$ cat src/rtl/npu_pkg.sv
// Purpose: shared types and clamp-limit helpers for the result write-back path.
// Latency: n/a (declarations only).
// Backpressure: n/a.
// Contents: wb_state_t run-control states; sat_max/sat_min give the signed
//           clamp limits for a given output bit depth.
package npu_pkg;

   typedef enum logic [1:0] {
      IDLE  = 2'd0,
      RUN   = 2'd1,
      DRAIN = 2'd2,
      DONE  = 2'd3
   } wb_state_t;

   function automatic int sat_max(input int bit_depth);
      return (1 << (bit_depth - 1)) - 1;
   endfunction

   function automatic int sat_min(input int bit_depth);
      return -(1 << (bit_depth - 1));
   endfunction

endpackage

$ cat src/rtl/requant_sat.sv
// Purpose: requantizer datapath -- rounding arithmetic right shift, optional ReLU, signed saturation.
// Latency: combinational; the rounding half and the clamp half are split so the caller can register between them.
// Backpressure: none, pure function of its inputs.
// Ports: acc/shift -> rnd (rounded, ACC_WIDTH+1 bits);
//        rnd_q/relu -> value (BIT_DEPTH signed) + sat_flag (set only when saturation clamped).
module requant_sat
   import npu_pkg::*;
#(
   parameter int ACC_WIDTH   = 32,
   parameter int BIT_DEPTH   = 8,
   parameter int SHIFT_WIDTH = 5
) (
   input  logic signed [ACC_WIDTH-1:0] acc,
   input  logic        [SHIFT_WIDTH-1:0] shift,
   output logic signed [ACC_WIDTH:0]   rnd,
   input  logic signed [ACC_WIDTH:0]   rnd_q,
   input  logic                        relu,
   output logic signed [BIT_DEPTH-1:0] value,
   output logic                        sat_flag
);

   localparam logic signed [ACC_WIDTH:0] MAX_V = (ACC_WIDTH+1)'(sat_max(BIT_DEPTH));
   localparam logic signed [ACC_WIDTH:0] MIN_V = (ACC_WIDTH+1)'(sat_min(BIT_DEPTH));

   logic signed [ACC_WIDTH:0] acc_ext;
   logic signed [ACC_WIDTH:0] bias;
   logic signed [ACC_WIDTH:0] sum;

   // One extra bit of headroom so acc + half-LSB can never wrap.
   always_comb begin
      acc_ext = {acc[ACC_WIDTH-1], acc};
      bias    = '0;
      if (shift != '0) begin
         bias = (ACC_WIDTH+1)'(1) << (shift - SHIFT_WIDTH'(1));
      end
      sum = acc_ext + bias;
      rnd = sum >>> shift;
   end

   // ReLU takes priority: a negative value zeroed by ReLU is not a saturation event.
   always_comb begin
      value    = rnd_q[BIT_DEPTH-1:0];
      sat_flag = 1'b0;
      if (relu && (rnd_q < 0)) begin
         value = '0;
      end else if (rnd_q > MAX_V) begin
         value    = MAX_V[BIT_DEPTH-1:0];
         sat_flag = 1'b1;
      end else if (rnd_q < MIN_V) begin
         value    = MIN_V[BIT_DEPTH-1:0];
         sat_flag = 1'b1;
      end
   end

endmodule

$ cat src/rtl/res_writeback.sv
// Purpose: write-back stage -- requantizes accepted accumulator results and writes them to the result buffer at wrapping addresses.
// Latency: transfer at edge t -> wr_en/data_out/wr_addr visible after edge t+2; one result per cycle sustained.
// Backpressure: acc_ready only limits the run length; the buffer never stalls, so every transfer yields exactly one write.
// Ports: clk/rst_n (sync, active low); start + cfg_* captured in IDLE; acc_in/acc_valid/acc_ready input handshake;
//        wr_addr/wr_en/data_out buffer write port; busy, done (1-cycle pulse), sat_cnt (saturations this run).
module res_writeback
   import npu_pkg::*;
#(
   parameter int ACC_WIDTH   = 32,
   parameter int BIT_DEPTH   = 8,
   parameter int ADDR_WIDTH  = 10,
   parameter int DEPTH       = 26,
   parameter int SHIFT_WIDTH = 5
) (
   input  logic                   clk,
   input  logic                   rst_n,
   input  logic                   start,
   input  logic [ADDR_WIDTH-1:0]  cfg_base_addr,
   input  logic [ADDR_WIDTH-1:0]  cfg_count,
   input  logic [SHIFT_WIDTH-1:0] cfg_shift,
   input  logic                   cfg_relu,
   input  logic [ACC_WIDTH-1:0]   acc_in,
   input  logic                   acc_valid,
   output logic                   acc_ready,
   output logic [ADDR_WIDTH-1:0]  wr_addr,
   output logic                   wr_en,
   output logic [BIT_DEPTH-1:0]   data_out,
   output logic                   busy,
   output logic                   done,
   output logic [ADDR_WIDTH-1:0]  sat_cnt
);

   wb_state_t state, state_nxt;

   logic [ADDR_WIDTH-1:0]  count_q;
   logic [SHIFT_WIDTH-1:0] shift_q;
   logic                   relu_q;
   logic [ADDR_WIDTH-1:0]  acc_cnt;   // results accepted this run
   logic [ADDR_WIDTH-1:0]  wr_cnt;    // results written this run
   logic [ADDR_WIDTH-1:0]  addr_ptr;  // address of the next write

   // Capture register keeps the rounding adder off the acc_in input path.
   logic                        cap_vld;
   logic signed [ACC_WIDTH-1:0] cap_acc;
   logic                        s1_vld;
   logic signed [ACC_WIDTH:0]   s1_rnd;

   logic signed [ACC_WIDTH:0]   rnd;
   logic signed [BIT_DEPTH-1:0] sat_val;
   logic                        sat_flag;
   logic                        xfer;

   assign acc_ready = (state == RUN) && (acc_cnt < count_q);
   assign xfer      = acc_valid && acc_ready;
   assign busy      = (state == RUN) || (state == DRAIN);
   assign done      = (state == DONE);

   requant_sat #(
      .ACC_WIDTH   (ACC_WIDTH),
      .BIT_DEPTH   (BIT_DEPTH),
      .SHIFT_WIDTH (SHIFT_WIDTH)
   ) u_requant (
      .acc      (cap_acc),
      .shift    (shift_q),
      .rnd      (rnd),
      .rnd_q    (s1_rnd),
      .relu     (relu_q),
      .value    (sat_val),
      .sat_flag (sat_flag)
   );

   always_comb begin
      state_nxt = state;
      case (state)
         IDLE:  if (start) state_nxt = (cfg_count == '0) ? DONE : RUN;
         RUN:   if (xfer && ((acc_cnt + ADDR_WIDTH'(1)) == count_q)) state_nxt = DRAIN;
         // wr_cnt already includes the write currently on the port.
         DRAIN: if (wr_en && (wr_cnt == count_q)) state_nxt = DONE;
         DONE:  state_nxt = IDLE;
         default: state_nxt = IDLE;
      endcase
   end

   always_ff @(posedge clk) begin
      if (!rst_n) begin
         state    <= IDLE;
         count_q  <= '0;
         shift_q  <= '0;
         relu_q   <= 1'b0;
         acc_cnt  <= '0;
         wr_cnt   <= '0;
         addr_ptr <= '0;
         cap_vld  <= 1'b0;
         cap_acc  <= '0;
         s1_vld   <= 1'b0;
         s1_rnd   <= '0;
         wr_en    <= 1'b0;
         wr_addr  <= '0;
         data_out <= '0;
         sat_cnt  <= '0;
      end else begin
         state <= state_nxt;

         if ((state == IDLE) && start) begin
            count_q  <= cfg_count;
            shift_q  <= cfg_shift;
            relu_q   <= cfg_relu;
            addr_ptr <= cfg_base_addr;
            acc_cnt  <= '0;
            wr_cnt   <= '0;
            sat_cnt  <= '0;
         end

         cap_vld <= xfer;
         if (xfer) begin
            cap_acc <= acc_in;
            acc_cnt <= acc_cnt + ADDR_WIDTH'(1);
         end

         s1_vld <= cap_vld;
         if (cap_vld) begin
            s1_rnd <= rnd;
         end

         // Data and address hold their last value between writes.
         wr_en <= s1_vld;
         if (s1_vld) begin
            data_out <= sat_val;
            wr_addr  <= addr_ptr;
            addr_ptr <= (addr_ptr == ADDR_WIDTH'(DEPTH - 1)) ? '0 : addr_ptr + ADDR_WIDTH'(1);
            wr_cnt   <= wr_cnt + ADDR_WIDTH'(1);
            if (sat_flag) begin
               sat_cnt <= sat_cnt + ADDR_WIDTH'(1);
            end
         end
      end
   end

endmodule

$ cat config.mk
export PLATFORM = sky130hd
export DESIGN_NAME = res_writeback
export DESIGN_NICKNAME = d
export VERILOG_FILES = /design/src/rtl/npu_pkg.sv /design/src/rtl/requant_sat.sv /design/src/rtl/res_writeback.sv
export SDC_FILE = /design/constraint.sdc
export NUM_CORES = 1
export LEC_CHECK = 0
export BUFFER_PORTS_ARGS = -buffer_cell sky130_fd_sc_hd__buf_2
export CORE_ASPECT_RATIO = 2
export CORE_MARGIN = 2
export CORE_UTILIZATION = 61
export CTS_BUF_LIST = sky130_fd_sc_hd__clkbuf_16
export DETAILED_ROUTE_END_ITERATION = 10
export GPL_TIMING_DRIVEN = 0
export PLACE_DENSITY_LB_ADDON = 0.05
export SYNTH_ARGS = -nofsm -noshare
export SYNTH_HDL_FRONTEND = slang
export SYNTH_SLANG_ARGS = --single-unit
$ cat constraint.sdc
create_clock -name clk -period 6.16 [get_ports clk]
set_input_delay 0.924 -clock clk [delete_from_list [all_inputs] [get_ports clk]]
set_output_delay 0.924 -clock clk [all_outputs]
set_load 0.03 [all_outputs]
==> run_results.csv, run 1 <==
group,metric,value,unit
worst_setup_path,cpMostUsedCell,"mux2i_1",
yosys,synth_compound_area_frac,0.270,
timing,hold_viol,0,
clock_network,clock_path_buffers,2,
floorplanning,num_rows,69,
finish,area_delta_synth_final,11.9,%
floorplanning,start_util,0.622,
hold_path,hp-class,"flop to flop",
routing,wirelength,44.4,mm
clock_network,clk_latency,440,ps
finish,multi_input_area,7520,µm²
worst_setup_path,crit_path_max_fanout,10,
power_and_ir_drop,p_per_area,279,nW/µm²
clock_network,post_cts_resized,1,
floorplanning,die_area,19200,µm²
flow_run,cap_violations,0,
grt,antenna_found_initial,1,
worst_setup_path,crit_family,"compound AO/OA/AOI/OAI gates",
clock_network,cts_tree,"yes",
yosys,synth-seq-cells,144,
placed_design,portBuffers,92,
finish,final_util,0.696,
timing,fin_crit_sh,0.974,
clock_network,clock-sinks,144,
placed_design,gpl.final_weighted_congestion,1.05,
clock_network,hold_buffers,0,
power_and_ir_drop,leakagePower,4.75,nW
timing,max_freq,167,MHz
worst_setup_path,critPathBufInv,3,
yosys,synthDistinctLibCells,96,
worst_setup_path,required,6490,ps
power_and_ir_drop,ir_worst_vdd,0.000299,V
placed_design,place_area,11700,µm²
routing,drtAntennaViolNets,0,
outcome,status,"finished, final reports clean",
yosys,synth_adder_area_share,0.0609,
clock_network,cts_post_setup_buffers_inserted,0,
finish,fin_area,12300,µm²
timing,setup_viol,0,
yosys,synthesis.area,11000,µm²
clock_network,clkTransAtPathRegs,60,ps
timing,fin_crit,6000,ps
routing,drc,0,
grt,grt_pass1_vias,12431,
yosys,synth_async_sr_flop_share,0,
routing,first_pass_iters,6,
clock_network,ctsRootBufferMaster,"clkbuf_16",
yosys,synth.avg_cell_area,7.56,µm²
timing,clock_skew,10.3,ps
yosys,ys.warnings.count,0,
routing,routed_via_density,6.92,
routing,vias,12408,
yosys,synth_cells,1457,
grt,overflow,0,
grt,track_usage,0.463,
yosys,syn-num-nets,1572,
worst_setup_path,cpMaxStageDelayCell,"mux2i_1",
yosys,yosysSeqAreaShare,0.262,
yosys,synthSimpleGateAreaFrac,0.238,
clock_network,numCtsBuffers,17,
timing,drv_slew,0,
routing,wire_per_inst,24.8,µm
floorplanning,die_h,194,µm
yosys,synth_top_family_by_area,"compound AO/OA/AOI/OAI gates",
timing,tns,0,ps
routing,drtIter0Drc,993,
floorplanning,fp.coreArea,17700,µm²
timing,maxSlewHeadroom,0.241,
worst_setup_path,critPathKind,"flop to flop",
worst_setup_path,arrival,6330,ps
placed_design,dp_hpwl,33.4,mm
worst_setup_path,endpoint_kind,"flop",
yosys,synth.mux.area_fraction,0.0633,
finish,fill_cells,1507,
grt,grt_pass1_wl,68.2,mm
finish,layout.cells.most_common_list,"nand2_1, a21oi_1, dfxtp_1",
floorplanning,ios,94,
yosys,synth_flop_cell,"dfxtp_1",
yosys,synth_xor_area_frac,0.0469,
finish,seq_area,2880,µm²
floorplanning,die_x,99,µm
finish,diodes,0,
timing,hold_slack,456,ps
worst_setup_path,slowest_delay,720,ps
finish,mostFrequentLayoutCell,"nand2_1",
timing,worstMarginPinSlew,1140,ps
finish,final_nets,1682,
clock_network,htreeDepth,4,
yosys,synth_edf_count,0,
worst_setup_path,crit_path_cell_trace,"inv_1 > buf_1 > nand2_1 > clkbuf_2 > nor3_1 > ha_1 > fa_1 > a211oi_2 > o211ai_2 > a211oi_4 > o21ai_0 > xor2_1 > mux2i_1 > a21oi_1 > mux2i_1 > o221ai_1 > a32o_1",
finish,drive_gt1_frac,0.138,
worst_setup_path,crit_path_start_kind,"flop",
timing,rsz0062_at_grt,"no",
grt,grt_max_degree,17,
-- worst paths after layout --
kind               from   endpoint  slack (ps)  depth (start not counted)
max          shift_q[2]  s1_rnd[6]         160                         17
min           s1_rnd[2]  s1_rnd[2]         460                          1
max reg2reg  shift_q[2]  s1_rnd[6]         160                         17
min reg2reg   s1_rnd[2]  s1_rnd[2]         460                          1
-- synth_stat cells (22+ instances only) --
| cell type | number | area (µm²) |
|---|---|---|
| a21oi_1 | 152 | 761 |
| clkbuf_1 | 63 | 236 |
| dfxtp_1 | 144 | 2880 |
| ha_1 | 52 | 651 |
| inv_1 | 38 | 143 |
| mux2i_1 | 28 | 280 |
| nand2_1 | 217 | 815 |
| nand3_1 | 50 | 250 |
| nand4_1 | 22 | 138 |
| nor2_1 | 127 | 477 |
| nor3_1 | 41 | 205 |
| o21ai_0 | 75 | 375 |
| xnor2_1 | 39 | 342 |
-- through the flow --
| stage | power [W] | setup slack, ps | instances |
|---|---|---|---|
| after floorplan | 0.00194 | 1620 | 1457 |
| after global placement | 0.00233 | 22.0 | 1762 |
| after detailed placement | 0.00236 | -45.1 | 1762 |
| after CTS | 0.00333 | 31.9 | 1793 |
| after global routing | 0.00354 | 23.6 | 1792 |
| final | 0.00343 | 160 | 1792 |
-- cells by family after synthesis --
| kind of cell | count (synthesis) |
|---|---|
| flip-flops | 144 |
| buffers and inverters | 142 |
| multiplexers | 50 |
| AND/OR/NAND/NOR | 561 |
| other | 1 |
| adder cells (fa/ha/maj) | 53 |
| XOR/XNOR | 59 |
| AO/OA/AOI/OAI | 447 |
-- final cells by class --
cell class | instances | share of cell area
tap | 213 | 0.0216
clock buffer | 17 | 0.0345
multi-input combinational | 1171 | 0.610
inverter | 41 | 0.0125
timing repair buffer | 92 | 0.0374
sequential | 144 | 0.234
buffer | 100 | 0.0405
clock inverter | 14 | 0.00954
-- report_power, final --
group	switching, W	internal [W]
logic	0.000911	0.000421
clock network	0.000452	0.000551
registers	0.0000878	0.00101
total	0.00145	0.00198
-- registers in the layout (all words and copies together), names as in the netlist, 2 cells and up --
signal,count
shift_q,5
acc_cnt,10
s1_rnd,33
count_q,10
data_out,8
wr_addr,10
cap_acc,32
addr_ptr,10
wr_cnt,10
sat_cnt,10
state,2
-- per-layer routing --
layer / wire [µm] / GRT usage / up-vias
li1: - / - / 5561
met5: 0 / 0 / -
met1: 13500 / 0.426 / 5746
met4: 5130 / 0.414 / 0
met3: 3630 / 0.121 / 335
met2: 22100 / 0.810 / 766
-- worst reg2reg max path, delay by kind of cell, from the launching register on --
| kind | cells | cell delay, ps |
|---|---|---|
| multiplexers | 2 | 980 |
| XOR/XNOR | 1 | 230 |
| buffers and inverters | 3 | 1010 |
| adder cells (fa/ha/maj) | 2 | 710 |
| AND/OR/NAND/NOR | 2 | 520 |
| flip-flops | 1 | 620 |
| AO/OA/AOI/OAI | 7 | 1830 |
(Power assumes the default switching activity.)
==> run 2: changes to the inputs <==
--- a/config.mk
+++ b/config.mk
@@ -6,7 +6,7 @@
 export NUM_CORES = 1
 export LEC_CHECK = 0
 export BUFFER_PORTS_ARGS = -buffer_cell sky130_fd_sc_hd__buf_2
-export CORE_ASPECT_RATIO = 2
+export CORE_ASPECT_RATIO = 0.7
 export CORE_MARGIN = 2
 export CORE_UTILIZATION = 61
 export CTS_BUF_LIST = sky130_fd_sc_hd__clkbuf_16
==> run 2 against run 1 <==
Sequential cell count is the same. Count of clock-buffer cells in the layout is the same. Largest power group unchanged. Critical path type unchanged. First-iteration DRC count rose by 74%. Design area rose by 0.29%. Combinational power is 3% lower. Maximum frequency shrank 1.6%.
==> run_results.csv, run 2 (synthesis results as in run 1) <==
group,metric,value,unit
timing,drv_slew,0,
power_and_ir_drop,ir_worst_vdd,0.000192,V
grt,grt_pass1_vias,10644,
hold_path,hp-class,"flop to flop",
timing,maxSlewHeadroom,0.286,
timing,max_freq,164,MHz
floorplanning,fp.coreArea,17900,µm²
timing,fin_crit,6100,ps
finish,mostFrequentLayoutCell,"nand2_1",
finish,drive_gt1_frac,0.137,
routing,first_pass_iters,6,
floorplanning,ios,94,
finish,top_register,"s1_rnd",
power_and_ir_drop,p_per_area,277,nW/µm²
timing,rsz0062_at_grt,"no",
placed_design,gpl.final_weighted_congestion,1.01,
finish,fin_cells,1817,
finish,largest_reg_flops,33,
timing,setup_viol,0,
worst_setup_path,critPathKind,"flop to flop",
timing,clock_skew,17.3,ps
clock_network,cts_tree,"yes",
worst_setup_path,crit_path_start_kind,"flop",
placed_design,dp_hpwl,29.7,mm
grt,grt_max_degree,17,
routing,drtAntennaViolNets,0,
worst_setup_path,required,6440,ps
clock_network,clkTransAtPathRegs,60,ps
finish,largestRegisters,"s1_rnd x33, cap_acc x32",
placed_design,portBuffers,92,
timing,worstMarginPinSlew,1060,ps
clock_network,numCtsBuffers,17,
timing,tns,0,ps
grt,overflow,0,
clock_network,clock_path_buffers,2,
finish,final_nets,1683,
grt,track_usage,0.397,
grt,antenna_found_initial,0,
routing,drc,0,
routing,drtIter0Drc,1731,
worst_setup_path,crit_path_max_fanout,10,
clock_network,clk_latency,440,ps
floorplanning,die_area,19200,µm²
finish,area_delta_synth_final,12.3,%
floorplanning,die_h,116,µm
worst_setup_path,arrival,6380,ps
power_and_ir_drop,leakagePower,4.76,nW
floorplanning,start_util,0.617,
placed_design,dp_cells,1785,
grt,grt_pass1_wl,58.4,mm
routing,wire_per_inst,21.0,µm
routing,vias,12039,
outcome,status,"finished, final reports clean",
worst_setup_path,endpoint_kind,"flop",
clock_network,htreeDepth,4,
routing,routed_via_density,6.63,
routing,wirelength,38.2,mm
timing,hold_viol,0,
finish,diodes,0,
clock_network,clock-sinks,144,
clock_network,hold_buffers,0,
floorplanning,num_rows,41,
clock_network,ctsRootBufferMaster,"clkbuf_16",
timing,fin_crit_sh,0.990,
floorplanning,die_x,165,µm
flow_run,cap_violations,0,
finish,layout.cells.most_common_list,"nand2_1, a21oi_1, dfxtp_1",
[run 2: cell count changes in the layout (fill, tap and decap cells not counted), sizes merged]
cell and delta:
clkbuf +2, buf -1, inv +4, clkinv -1, clkinvlp -2
[run 2: worst paths after layout]
kind	startpoint	endpoint	slack (ps)	depth (start not counted)
worst min-delay path	data_out[0]	data_out[0]	450	2
worst max register to register	shift_q[2]	s1_rnd[25]	60	18
worst min register to register	data_out[0]	data_out[0]	450	2
worst max-delay path	shift_q[2]	s1_rnd[25]	60	18
[run 2: final cells by class]
class                      instances  area (µm²)
multi-input combinational       1171        7490
fill                            1503        5490
sequential                       144        2880
buffer                           101         503
timing repair buffer              92         460
clock buffer                      17         425
tap                              236         295
inverter                          41         154
clock inverter                    15         146
[run 2: routing by layer]
metal,global-route usage,wire [µm]
met1,0.592,16800
met2,0.522,14400
met3,0.159,6210
met4,0.101,795
met5,0,0
[run 2: worst max-delay path: stages, from the launching register on]
cell and delay [ps]:
dfxtp_1 300, clkbuf_1 210, inv_1 250, clkbuf_2 370, clkbuf_1 410, nand2_1 500, nor2_1 310, ha_1 270
buf_4 170, a21oi_1 400, nor3_1 90, o32ai_1 590, o2111ai_1 300, nand2_1 220, xnor2_1 200, o221ai_1 310
o32a_1 380, nor3b_1 200, a2111oi_0 470
[run 2: repair_timing]
action / CTS / global route
endpoints found under the setup margin: 0 / 31
buffers inserted: 0 / 0
resized for setup: 0 / 6
[run 2: per-stage QoR]
step	cell area, µm²	hold WS, ps	worst slack [ps]	util	power, W
after floorplan	11000	421	1620	-	0.00194
after global placement	11800	433	123	0.659	0.00230
after detailed placement	11800	438	104	0.659	0.00232
after CTS	12300	453	75.0	0.691	0.00335
after global routing	12400	464	46.0	0.692	0.00355
final	12400	453	63.5	0.692	0.00342
[run 2: power by group]
| part | internal, W | switching (W) | total, W |
|---|---|---|---|
| clock | 0.000568 | 0.000476 | 0.00104 |
| combinational | 0.000417 | 0.000869 | 0.00129 |
| sequential | 0.00101 | 0.0000794 | 0.00109 |
